## src/rtl/capture_buffer.sv

```systemverilog
// Trigger-capture buffer: circular sample memory with post-trigger capture, then
// oldest-first readout over a valid/ready port.
module capture_buffer #(
  parameter int unsigned DATA_WIDTH = 8,
  parameter int unsigned ADDR_WIDTH = 4,
  parameter int unsigned POST_TRIG  = 4
) (
  input  logic                  clk,
  input  logic                  reset,
  input  logic                  arm,
  input  logic                  write_enable,
  input  logic [DATA_WIDTH-1:0] i_data,
  input  logic                  trigger,
  input  logic                  rd_ready,
  output logic                  rd_valid,
  output logic [DATA_WIDTH-1:0] rd_data,
  output logic                  rd_last,
  output logic [ADDR_WIDTH-1:0] waddr,
  output logic [ADDR_WIDTH-1:0] trig_addr,
  output logic                  primed,
  output logic                  busy,
  output logic                  done
);

  localparam int unsigned DEPTH = 2 ** ADDR_WIDTH;

  localparam logic [ADDR_WIDTH:0]   DepthCnt = (ADDR_WIDTH + 1)'(DEPTH);
  localparam logic [ADDR_WIDTH:0]   CntOne   = (ADDR_WIDTH + 1)'(1);
  localparam logic [ADDR_WIDTH-1:0] AddrOne  = ADDR_WIDTH'(1);
  localparam logic [ADDR_WIDTH-1:0] LastAddr = ADDR_WIDTH'(DEPTH - 1);
  localparam logic [ADDR_WIDTH-1:0] PostInit = ADDR_WIDTH'(POST_TRIG);

  localparam logic [2:0] StIdle  = 3'd0;
  localparam logic [2:0] StArmed = 3'd1;
  localparam logic [2:0] StPost  = 3'd2;
  localparam logic [2:0] StLoad  = 3'd3;
  localparam logic [2:0] StRead  = 3'd4;

  logic [2:0]            state_q, state_d;
  logic [ADDR_WIDTH-1:0] waddr_q, waddr_d;
  logic [ADDR_WIDTH-1:0] trig_addr_q, trig_addr_d;
  logic [ADDR_WIDTH-1:0] post_cnt_q, post_cnt_d;
  logic [ADDR_WIDTH-1:0] rd_ptr_q, rd_ptr_d;
  logic [ADDR_WIDTH:0]   rd_cnt_q, rd_cnt_d;
  logic                  primed_q, primed_d;
  logic                  rd_valid_q, rd_valid_d;
  logic                  rd_last_q, rd_last_d;
  logic [DATA_WIDTH-1:0] rd_data_q, rd_data_d;
  logic                  done_q, done_d;

  logic [DATA_WIDTH-1:0] mem [DEPTH];

  logic wr_en, rd_load, rd_take;

  assign wr_en   = write_enable && ((state_q == StArmed) || (state_q == StPost));
  assign rd_take = rd_valid_q && rd_ready;
  // Output register refills whenever it is empty or being drained this cycle.
  assign rd_load = (state_q == StRead) && (!rd_valid_q || rd_ready) && (rd_cnt_q != '0);

  always_comb begin
    state_d     = state_q;
    waddr_d     = waddr_q;
    trig_addr_d = trig_addr_q;
    post_cnt_d  = post_cnt_q;
    rd_ptr_d    = rd_ptr_q;
    rd_cnt_d    = rd_cnt_q;
    primed_d    = primed_q;
    rd_valid_d  = rd_valid_q;
    rd_last_d   = rd_last_q;
    rd_data_d   = rd_data_q;
    done_d      = 1'b0;

    if (wr_en) begin
      waddr_d = waddr_q + AddrOne;
      if (waddr_q == LastAddr) primed_d = 1'b1;
    end

    case (state_q)
      StIdle: begin
        if (arm) begin
          state_d  = StArmed;
          waddr_d  = '0;
          primed_d = 1'b0;
        end
      end
      StArmed: begin
        if (write_enable && trigger) begin
          trig_addr_d = waddr_q;
          if (POST_TRIG == 0) begin
            state_d = StLoad;
          end else begin
            post_cnt_d = PostInit;
            state_d    = StPost;
          end
        end
      end
      StPost: begin
        if (write_enable) begin
          post_cnt_d = post_cnt_q - AddrOne;
          if (post_cnt_q == AddrOne) state_d = StLoad;
        end
      end
      StLoad: begin
        rd_ptr_d = primed_q ? waddr_q : '0;
        rd_cnt_d = primed_q ? DepthCnt : {1'b0, waddr_q};
        state_d  = StRead;
      end
      StRead: begin
        if (rd_load) begin
          rd_data_d  = mem[rd_ptr_q];
          rd_valid_d = 1'b1;
          rd_last_d  = (rd_cnt_q == CntOne);
          rd_ptr_d   = rd_ptr_q + AddrOne;
          rd_cnt_d   = rd_cnt_q - CntOne;
        end else if (rd_take) begin
          rd_valid_d = 1'b0;
          rd_last_d  = 1'b0;
          if (rd_last_q) begin
            done_d  = 1'b1;
            state_d = StIdle;
          end
        end
      end
      default: state_d = StIdle;
    endcase
  end

  always_ff @(posedge clk) begin
    if (!reset) begin
      state_q     <= StIdle;
      waddr_q     <= '0;
      trig_addr_q <= '0;
      post_cnt_q  <= '0;
      rd_ptr_q    <= '0;
      rd_cnt_q    <= '0;
      primed_q    <= 1'b0;
      rd_valid_q  <= 1'b0;
      rd_last_q   <= 1'b0;
      rd_data_q   <= '0;
      done_q      <= 1'b0;
    end else begin
      state_q     <= state_d;
      waddr_q     <= waddr_d;
      trig_addr_q <= trig_addr_d;
      post_cnt_q  <= post_cnt_d;
      rd_ptr_q    <= rd_ptr_d;
      rd_cnt_q    <= rd_cnt_d;
      primed_q    <= primed_d;
      rd_valid_q  <= rd_valid_d;
      rd_last_q   <= rd_last_d;
      rd_data_q   <= rd_data_d;
      done_q      <= done_d;
    end
  end

  // Sample memory is deliberately not reset.
  always_ff @(posedge clk) begin
    if (wr_en) mem[waddr_q] <= i_data;
  end

  assign rd_valid  = rd_valid_q;
  assign rd_data   = rd_data_q;
  assign rd_last   = rd_last_q;
  assign waddr     = waddr_q;
  assign trig_addr = trig_addr_q;
  assign primed    = primed_q;
  assign busy      = (state_q != StIdle);
  assign done      = done_q;

endmodule

```

## config.mk

```make
export PLATFORM = sky130hd
export DESIGN_NAME = capture_buffer
export DESIGN_NICKNAME = d
export VERILOG_FILES = /design/src/rtl/capture_buffer.sv
export SDC_FILE = /design/constraint.sdc
export NUM_CORES = 1
export LEC_CHECK = 0
export BUFFER_PORTS_ARGS = -buffer_cell sky130_fd_sc_hd__buf_2
export CORE_MARGIN = 2
export CORE_UTILIZATION = 30
export CTS_BUF_LIST = sky130_fd_sc_hd__clkbuf_2
export DETAILED_ROUTE_END_ITERATION = 8
export GPL_TIMING_DRIVEN = 0
export PLACE_DENSITY = 0.45
export SLEW_MARGIN = 20
export SYNTH_ARGS = -nofsm -noshare
export SYNTH_HDL_FRONTEND = slang
export SYNTH_SLANG_ARGS = --single-unit
```

## constraint.sdc

```tcl
create_clock -name clk -period 2.9 [get_ports clk]
set_clock_uncertainty 0.05 [all_clocks]
set_input_delay 0.435 -clock clk [delete_from_list [all_inputs] [get_ports clk]]
set_output_delay 0.435 -clock clk [all_outputs]
set_load 0.05 [all_outputs]
```

==> summary.txt <==
Routing
  – Vias: 3855
  – Total Routed Length: 15.9 mm
  – DRT iter0 DRCs: 126
  – Highest Signal Layer: met4
  – Met1 Wirelength: 7.23 mm
  – DRC Markers: 0
  – Met3 WL: 616 microns
  – Routed wl met2: 7.82 mm
  – Routed Antenna Nets: 0
  – DRT Pass-1 Iters: 4
  – Vias per cell: 4.92
  – Post-DR wirelength/cell: 20.3 microns

Floorplan
  – Die width: 155 microns
  – Top Ports: 35
  – Starting Density: 30.4%
  – DIE HEIGHT: 155 microns
  – Core Area: 22400 sq um
  – Cell row count: 55
  – Full die area: 23900 sq um

Setup path
  – CP endpoint kind: flip-flop
  – Worst-path fanout max: 10
  – Crit path DAT: 2910 ps
  – Worst Path Class, Setup: reg2reg
  – CP Data Required Time: 3210 ps
  – Setup crit start kind: flip-flop

Power and ir drop
  – Pleak: 2.50 nW
  – Power Density: 534 nW/um^2
  – Peak VDD IR: 282 uV

Logic synthesis
  – Synthesized net count: 442
  – Multiplexer share of the synthesized area: 13.8%
  – Netlist cell types: 55
  – Most used flip-flop cell after synthesis: edfxtp_1
  – FF+latch count, synth: 164
  – Post-synth EDFFs: 128
  – Fraction of registers with async set/reset: 0%
  – Main combinational cell family by area after synthesis: multiplexers
  – Syn avg cell area: 16.3 sq um
  – Mapped Area: 6810 sq um
  – Synth Area in Adders: 1.65%
  – Sequential-to-total area share from yosys stat: 67.0%
  – Post-Synth Simple-Gate Area: 8.58%
  – Xor/xnor share of the synthesized area: 0.643%
  – Post-synthesis cell count: 419
  – Synth Area in Compound Gates: 6.04%
  – Synthesis Warnings: 0

Clock tree
  – CTS clk-pin slew, worst paths: 280 ps
  – Clk sinks: 164
  – TritonCTS buffer count: 17
  – CTS H-tree lvls: 4
  – Number of setup buffers added after CTS: 0
  – CTS Buffer Depth: 2
  – Post_cts resized: 0
  – CTS tree: built
  – Root Buffer: clkbuf_2
  – # hold bufs at CTS: 10
  – Clock latency on the worst-skew pair: 730 ps

STA
  – Final worst setup slack: 299 ps
  – Slew Limit Fails: 0
  – Fmax: 0.384 GHz
  – Worst hold slack: 113 ps
  – Slew @ Worst Pin: 989 ps
  – Slew HR: 33.8%
  – Final hold violations: 0
  – RSZ-0062 raised after global routing: no
  – Final setup violation count: 0
  – Tcrit/Tclk final: 89.7%
  – Minimum clock period: 2600 ps

Finish
  – Post-route insts no fill: 783
  – Final Util: 34.5%
  – Layout cell share with drive strength beyond 1: 27.5%
  – Commonest non-fill, non-tap cell in the layout: edfxtp_1
  – Nets: 508
  – Commonest cells after routing, fill and taps aside: 128 x edfxtp_1, 42 x buf_2, 36 x dfxtp_1
  – Fillers: 2182
  – Area growth syn-to-layout: 13.7%
  – Ant diodes: 0

Global route
  – Initial antenna violation count: 0
  – Vias in the first global route: 3953
  – Total gr overflow: 0
  – Largest net degree at the start of global routing: 19
  – First-pass GRT wire length: 23.9 mm
  – Gr usage total: 13.8%

Place
  – Worst slack, placed: 210 ps
  – Port Buffers: 33
  – Placed cell count: 741
  – GPL Wtd Cong: 0.759
  – Detailed Place HPWL: 10.7 mm

Worst hold path
  – Hold Crit Class: in2reg

Run
  – MaxCap Viol Count: 0

Run status
  – Status: finished clean
==> cells in the mapped netlist, drive strengths merged (2+ instances only) <==
cell type	count	area (sq um)
ha	9	113
mux4	32	721
nand2	15	58.8
inv	7	26.3
nand3b	4	30.0
nand4	3	18.8
xor2	3	26.3
o21ai	12	60.1
nor2b	7	43.8
or3b	2	20.0
nor3b	3	33.8
a21boi	4	30.0
o211a	2	20.0
mux2i	22	220
o221ai	8	120
and2	4	25.0
or3	2	12.5
nor3	8	40.0
buf	14	82.6
nand3	18	95.1
clkbuf	12	45.0
nor2	25	96.4
xnor2	2	17.5
a21oi	10	61.3
edfxtp	128	3840
o211ai	3	22.5
dfxtp	36	721
nand2b	7	43.8
==> kinds of logic after synthesis <==
family | count (synthesis)
and+or+nand+nor | 105
muxes | 54
AOI/OAI and AO/OA | 49
xor gates and xnor gates | 5
buffers and inverters | 33
DFF | 164
adders and majority gates | 9
==> routing by layer <==
layer / vias to the layer above / track usage [%]
li1: 1770 / -
met1: 1996 / 17.6
met2: 77 / 23.5
met3: 12 / 3.42
met4: 0 / 3.62
met5: - / 0
==> report_power, final <==
| group | total (mW) | internal [mW] | switching (mW) |
|---|---|---|---|
| logic | 0.262 | 0.100 | 0.162 |
| clock network | 1.30 | 0.368 | 0.930 |
| registers | 2.58 | 2.56 | 0.0180 |
==> worst max-delay path: stages, from the launching register on <==
cell	delay [ps]
dfxtp_1	510
buf_2	240
nand2b_1	150
a21oi_4	280
nand2_1	220
nor2_1	770
==> stage by stage <==
stage	power (mW)	cell area [sq um]	TNS [ps]
final	4.14	7750	0
after global routing	4.31	7750	0
after CTS	4.19	7740	0
after detailed placement	2.88	7380	0
after global placement	2.87	7330	-2590
after floorplan	2.79	6810	0
==> path summary, 6_finish.rpt <==
path                                 from                          to  slack, ps  cells past startpoint
setup / recovery  state_q[1]$_SDFFE_PN0P_        mem[11][5]$_DFFE_PP_        300                      5
hold reg to reg      rd_last$_SDFFE_PN0P_             done$_SDFF_PP0_        460                      2
setup reg to reg  state_q[1]$_SDFFE_PN0P_        mem[11][5]$_DFFE_PP_        300                      5
hold / removal               write_enable  post_cnt_q[1]$_SDFFE_PN0P_        110                      4
==> area by class of cell <==
type                    count  area (sq um)  share of cell area, %
clock buffers              17          85.1                   1.10
repair buffers             47           295                   3.81
well taps                 285           357                   4.60
multi-input cells         222          2120                   27.3
plain buffers              26           128                   1.65
clock inverters            15           175                   2.26
inverters                   7          26.3                  0.339
flip-flops and latches    164          4560                   58.9
==> state kept, by name, summed over array words and instances (netlist names) <==
register / flops
done: 1
mem: 128
post_cnt_q: 4
primed: 1
rd_cnt_q: 5
rd_data: 8
rd_last: 1
rd_ptr_q: 4
rd_valid: 1
state_q: 3
trig_addr: 4
waddr: 4
No activity file was read; power rests on OpenSTA's default activity.
